**src/rtl/uart_rx_feeder.sv**
```systemverilog
// ---------------------------------------------------------------------------
// uart_rx_feeder
//
// Receives UART frames on an asynchronous serial line and hands each good
// byte to a downstream CDC register through a one-byte hold register and a
// single-cycle write strobe.
//
// Optional feature macro: UART_RX_PARITY_EN
//   undefined : 8N1 frames, parity_err tied low
//   defined   : 8E1 frames, even-parity bit checked after the data bits
//
// Parameters
//   CLKS_PER_BIT : clk_in cycles per UART bit (4..65535)
//
// Ports
//   clk_in      in   write-domain clock, rising edge
//   reset       in   synchronous, active-high reset
//   rx          in   asynchronous serial line, idle high
//   wr_en       out  one-cycle write strobe to the downstream register
//   wr_data     out  received byte, valid while wr_en=1, held between writes
//   busy        in   downstream full flag, no write launched while high
//   framing_err out  one-cycle pulse, stop bit sampled low
//   overrun     out  one-cycle pulse, byte dropped because hold was full
//   parity_err  out  one-cycle pulse, parity mismatch (0 when compiled out)
// ---------------------------------------------------------------------------
module uart_rx_feeder #(
    parameter int unsigned CLKS_PER_BIT = 868
) (
    input  logic       clk_in,
    input  logic       reset,
    input  logic       rx,
    output logic       wr_en,
    output logic [7:0] wr_data,
    input  logic       busy,
    output logic       framing_err,
    output logic       overrun,
    output logic       parity_err
);

    localparam logic [15:0] LAST_CNT = 16'(CLKS_PER_BIT - 1);
    localparam logic [15:0] HALF_CNT = 16'(CLKS_PER_BIT / 2 - 1);

    typedef enum logic [2:0] {
        IDLE,
        START,
        DATA,
`ifdef UART_RX_PARITY_EN
        PARITY,
`endif
        STOP
    } state_t;

    state_t      state_q, state_d;
    logic        rxMeta_q, rxSync_q, rxPrev_q;
    logic [1:0]  settle_q;
    logic [15:0] clkCnt_q, clkCnt_d;
    logic [2:0]  bitIdx_q, bitIdx_d;
    logic [7:0]  shift_q, shift_d;
    logic        holdValid_q, holdValid_d;
    logic [7:0]  holdData_q, holdData_d;
    logic        wrEn_q, wrEn_d;
    logic [7:0]  wrData_q, wrData_d;
    logic [1:0]  gap_q, gap_d;
    logic        framingErr_q, framingErr_d;
    logic        overrun_q, overrun_d;
    logic        fallEdge, accept, frameBad, fire;
`ifdef UART_RX_PARITY_EN
    logic        parityBad_q, parityBad_d;
    logic        parityErr_q, parityErr_d;
    logic        parityHit;
`endif

    // A falling edge only counts once the synchronizer and the edge flop
    // hold real line samples (three edges after reset). The flops come out
    // of reset at 1, so without this a line held low through reset would
    // look like a fresh start bit.
    assign fallEdge = (settle_q == 2'd3) && rxPrev_q && !rxSync_q;

    // Frame decoder. Start bit is re-checked at mid-bit to reject glitches;
    // every later bit is sampled one full bit period after the previous
    // sample, so all samples land near bit centres.
    always_comb begin
        state_d  = state_q;
        clkCnt_d = clkCnt_q + 16'd1;
        bitIdx_d = bitIdx_q;
        shift_d  = shift_q;
        accept   = 1'b0;
        frameBad = 1'b0;
`ifdef UART_RX_PARITY_EN
        parityBad_d = parityBad_q;
        parityHit   = 1'b0;
`endif
        case (state_q)
            IDLE: begin
                clkCnt_d = 16'd0;
                bitIdx_d = 3'd0;
`ifdef UART_RX_PARITY_EN
                parityBad_d = 1'b0;
`endif
                if (fallEdge) begin
                    state_d = START;
                end
            end
            START: begin
                if (clkCnt_q == HALF_CNT) begin
                    clkCnt_d = 16'd0;
                    state_d  = rxSync_q ? IDLE : DATA;
                end
            end
            DATA: begin
                if (clkCnt_q == LAST_CNT) begin
                    clkCnt_d = 16'd0;
                    shift_d  = {rxSync_q, shift_q[7:1]};
                    bitIdx_d = bitIdx_q + 3'd1;
                    if (bitIdx_q == 3'd7) begin
`ifdef UART_RX_PARITY_EN
                        state_d = PARITY;
`else
                        state_d = STOP;
`endif
                    end
                end
            end
`ifdef UART_RX_PARITY_EN
            PARITY: begin
                if (clkCnt_q == LAST_CNT) begin
                    clkCnt_d    = 16'd0;
                    parityBad_d = rxSync_q ^ (^shift_q);
                    state_d     = STOP;
                end
            end
`endif
            STOP: begin
                if (clkCnt_q == LAST_CNT) begin
                    clkCnt_d = 16'd0;
                    state_d  = IDLE;
                    if (!rxSync_q) begin
                        frameBad = 1'b1;
`ifdef UART_RX_PARITY_EN
                    end else if (parityBad_q) begin
                        parityHit = 1'b1;
`endif
                    end else begin
                        accept = 1'b1;
                    end
                end
            end
            default: begin
                state_d  = IDLE;
                clkCnt_d = 16'd0;
            end
        endcase
    end

    // Hold register and write launcher. A write goes out whenever a byte is
    // available (already held, or accepted right now) and the downstream is
    // not busy and the post-write gap has expired. A freshly accepted byte
    // with an empty hold goes straight out, which gives the one-cycle
    // latency after the stop sample. The gap counter keeps two quiet cycles
    // after every strobe so the downstream busy can rise.
    always_comb begin
        holdValid_d  = holdValid_q;
        holdData_d   = holdData_q;
        wrEn_d       = 1'b0;
        wrData_d     = wrData_q;
        gap_d        = (gap_q != 2'd0) ? gap_q - 2'd1 : 2'd0;
        overrun_d    = 1'b0;
        framingErr_d = frameBad;
`ifdef UART_RX_PARITY_EN
        parityErr_d  = parityHit;
`endif
        fire = (holdValid_q || accept) && !busy && (gap_q == 2'd0);
        if (fire) begin
            wrEn_d = 1'b1;
            gap_d  = 2'd2;
            if (holdValid_q) begin
                wrData_d    = holdData_q;
                holdValid_d = accept;
                if (accept) begin
                    holdData_d = shift_q;
                end
            end else begin
                wrData_d = shift_q;
            end
        end else if (accept) begin
            if (holdValid_q) begin
                overrun_d = 1'b1;
            end else begin
                holdValid_d = 1'b1;
                holdData_d  = shift_q;
            end
        end
    end

    // State register. Reset wins over everything, including a frame in
    // flight, and parks the synchronizer at the idle (high) level.
    always_ff @(posedge clk_in) begin
        if (reset) begin
            rxMeta_q     <= 1'b1;
            rxSync_q     <= 1'b1;
            rxPrev_q     <= 1'b1;
            settle_q     <= 2'd0;
            state_q      <= IDLE;
            clkCnt_q     <= 16'd0;
            bitIdx_q     <= 3'd0;
            shift_q      <= 8'h00;
            holdValid_q  <= 1'b0;
            holdData_q   <= 8'h00;
            wrEn_q       <= 1'b0;
            wrData_q     <= 8'h00;
            gap_q        <= 2'd0;
            framingErr_q <= 1'b0;
            overrun_q    <= 1'b0;
`ifdef UART_RX_PARITY_EN
            parityBad_q  <= 1'b0;
            parityErr_q  <= 1'b0;
`endif
        end else begin
            rxMeta_q     <= rx;
            rxSync_q     <= rxMeta_q;
            rxPrev_q     <= rxSync_q;
            if (settle_q != 2'd3) begin
                settle_q <= settle_q + 2'd1;
            end
            state_q      <= state_d;
            clkCnt_q     <= clkCnt_d;
            bitIdx_q     <= bitIdx_d;
            shift_q      <= shift_d;
            holdValid_q  <= holdValid_d;
            holdData_q   <= holdData_d;
            wrEn_q       <= wrEn_d;
            wrData_q     <= wrData_d;
            gap_q        <= gap_d;
            framingErr_q <= framingErr_d;
            overrun_q    <= overrun_d;
`ifdef UART_RX_PARITY_EN
            parityBad_q  <= parityBad_d;
            parityErr_q  <= parityErr_d;
`endif
        end
    end

    assign wr_en       = wrEn_q;
    assign wr_data     = wrData_q;
    assign framing_err = framingErr_q;
    assign overrun     = overrun_q;
`ifdef UART_RX_PARITY_EN
    assign parity_err  = parityErr_q;
`else
    assign parity_err  = 1'b0;
`endif

endmodule

```
**config.mk**
```make
export PLATFORM = sky130hd
export DESIGN_NAME = uart_rx_feeder
export DESIGN_NICKNAME = d
export VERILOG_FILES = /design/src/rtl/uart_rx_feeder.sv
export SDC_FILE = /design/constraint.sdc
export NUM_CORES = 1
export LEC_CHECK = 0
export ABC_AREA = 1
export CORE_MARGIN = 2
export CORE_UTILIZATION = 61
export CTS_CLUSTER_SIZE = 28
export DETAILED_ROUTE_END_ITERATION = 12
export PLACE_DENSITY_LB_ADDON = 0.12
export SYNTH_ARGS = -nofsm -noshare
export SYNTH_HDL_FRONTEND = slang
export SYNTH_SLANG_ARGS = --single-unit
```
**constraint.sdc**
```tcl
create_clock -name clk_in -period 4.5 [get_ports clk_in]
set_input_delay 0.45 -clock clk_in [delete_from_list [all_inputs] [get_ports clk_in]]
set_output_delay 0.45 -clock clk_in [all_outputs]
set_load 0.02 [all_outputs]
```
==> metrics <==
R2R Setup Slk=2.35 ns; CTS Buf Count=5; crit path max fanout=21; TritonCTS Sinks=56; gr ovfl total=0; total negative setup slack=0 ns; Core Util, Final=68.1%; top post-synthesis cells by area=dfxtp_1, nand2_1, a21oi_1; routed length per instance=11.4 microns; Crit path top cell by count=nand2_2; TritonCTS clock tree=done; antenna violations before repair=0; nets=361; CTS max path bufs=2; clock transition at the registers of the reported paths=0.09 ns; mux contribution to synthesized area=0.397%; Tot Pwr=822 uW; DR vias/cell=5.14; Die Area=0.00466 sq mm; Max-Cap Viols=0; Slowest-stage cell, CP=dfxtp_1; cell area power density=302 mW/mm^2; CP endpoint kind=flop; die span in x=68.3 microns; Worst EP arrival=2.38 ns; syn_nets=354; register area share after synthesis=44.5%; Post-Syn Area per Cell=7.31 sq um; asr flop ratio synth=0%; Worst Clk Skew=0.00839 ns; post-synth top area share=44.5%; RSZ-0062 raised after global routing=false; Cells after Synth=345; Setup violations, final=0; LEAKAGE=1.09 nW; complex-gate fraction of the synthesized area=13.1%; hpwl dp=3230 microns; Max Fclk=464 MHz; die height=68.3 microns; Min Clock Period, post-route=2.15 ns; Worst Setup EP=wr_data[6]; largest family of logic cells by synthesized area=simple AND/OR/NAND/NOR gates; clock insertion delay at the later pin of the skew report=0.30 ns; Initial DRT Pass Iterations=4; drt initial violations=169; post-route ant nets=0; final RePlAce weighted congestion=0.752; row cnt=23; Post-Syn Area=0.00252 sq mm; I/O Pins=16; Slew HR=48.3%; CP delay by family, top=simple AND/OR/NAND/NOR gates; kind of critical path=reg2reg; vias in the first global route=1709; crit-path cells=ha_1 > nand2_1 > nor2_2 > nand4_1 > nand2_2 > nand2_2 > or2_2 > a21oi_1; final hold vios=0; worst-margin pin slew=0.774 ns; worst r2r path cells=8; WL final=4580 microns; CP Launch Type=flop; ANT cells=0; Starting Density=63.0%; XOR/XNOR Fraction of Synth Area=3.13%; worst endpoint required time=4.72 ns; CTS root buffer=clkbuf_8; worst reg2reg endpoint=wr_data[6]; Synth-to-Final Area Change=8.09%; Core Area=0.00400 sq mm; Reg-to-Reg Start=clkCnt_q[0]; EDFF count, synth=0; Max VDD drop=173 uV; CTS Hold Buffers Added=0; Simple-Gate Fraction of Synth Area=27.8%; #FFs+latches synth=56; Slew Viols, Final=0; IO Port Bufs=14; post-CTS setup buffer count=0; status=completed; warnings from Yosys=0; critical path buffer and inverter count=0; number of distinct library cells after synthesis=30; Period Utilization, post-route=47.9%; largest net degree at the start of global routing=22; cts repair resizes=0; Top FF cell, synth=dfxtp_1; post-synth top area cell=dfxtp_1; HP Class=reg2reg; critical path launch point=clkCnt_q[0]; Crit path depth=8; Total Routing Usage GR=21.7%; share of cells above drive strength 1=6.52%; first-pass GRT wire length=7580 microns; H-tree depth=2; max incr delay on CP=0.39 ns; Vias=2070; fillers=367; Synth Area in Adders=2.48%; Remaining DRCs=0
## cell usage in the layout, fill, tap and decap left out
cell type and instances:
nand2_1 68, dfxtp_1 56, nor2_1 46, a21oi_1 36
inv_1 31, o21ai_0 25, nand3_1 14, clkdlybuf4s50_1 14
nor3_1 8, or2_0 7, xor2_1 7, ha_1 5
clkbuf_8 5, nand2_2 4, nor2_2 4, nand4_1 4
or2_2 3, inv_2 2, xnor2_1 2, o21ai_1 2
clkbuf_1 2, clkinv_2 1, nand3_2 1, nor3_4 1
a31oi_1 1, mux2i_1 1, o21ai_2 1, conb_1 1
clkinv_4 1
## registers in the layout (all words and copies together) (netlist names), 2 cells and up
register    cells
shift_q         8
bitIdx_q        3
state_q         2
clkCnt_q       16
settle_q        2
gap_q           2
holdData_q      8
wr_data         8
## where the power goes
part | switching (mW) | internal (mW)
clock | 0.152 | 0.112
combinational | 0.0326 | 0.0154
sequential | 0.00664 | 0.505
total | 0.191 | 0.632
## logic make-up (layout without fill, tap and decap cells)
family	count (synthesis)	in the layout
fa+ha+maj	5	5
simple gates	160	160
compound gates	65	65
other cells	1	1
mux	1	1
buf+inv	48	56
xor+xnor	9	9
flops	56	56
## area by class of cell
type                    count  area [sq um]  share of cell area [%]
multi-input cells         241          1190                    43.6
flip-flops and latches     56          1120                    41.1
repair buffers             14           140                    5.14
inverters                  34           129                    4.73
clock buffers               7          76.3                    2.80
well taps                  50          62.6                    2.30
clock inverters             1          8.76                   0.321
## worst min-delay path by stage
stage | start | to | slack (ns) | cells after the start
2_1_floorplan | rxMeta_q | rxSync_q | 0.39 | 1
3_3_place_gp | rxMeta_q | rxSync_q | 0.40 | 1
3_5_place_dp | rxMeta_q | rxSync_q | 0.40 | 1
4_1_cts | rxMeta_q | rxSync_q | 0.42 | 1
5_1_grt | rxMeta_q | rxSync_q | 0.44 | 1
6_report | rxMeta_q | rxSync_q | 0.42 | 1
## per-stage QoR
| step | cell area [sq um] | worst slack, ns | cells | hold slack (ns) |
|---|---|---|---|---|
| 2_1_floorplan | 2520 | 2.86 | 345 | 0.389 |
| 6_report | 2730 | 2.35 | 403 | 0.417 |
| 4_1_cts | 2730 | 2.34 | 403 | 0.421 |
| 3_3_place_gp | 2640 | 2.14 | 395 | 0.398 |
| 3_5_place_dp | 2640 | 2.13 | 395 | 0.399 |
| 5_1_grt | 2730 | 2.14 | 403 | 0.438 |
## synthesized netlist by cell type, types with 5 or more instances
| master | count |
|---|---|
| a21oi_1 | 36 |
| clkbuf_1 | 5 |
| dfxtp_1 | 56 |
| ha_1 | 5 |
| inv_1 | 31 |
| nand2_1 | 68 |
| nand3_1 | 14 |
| nor2_1 | 46 |
| nor3_1 | 8 |
| o21ai_0 | 25 |
| or2_0 | 7 |
| xor2_1 | 7 |
## per-layer routing
metal,up-vias,wire [microns],track usage (%)
li1,1114,-,-
met1,916,2410,31.7
met2,36,1950,31.6
met3,4,183,3.95
met4,0,39,8.00
met5,-,0,0
No activity file was read; power rests on OpenSTA's default activity.
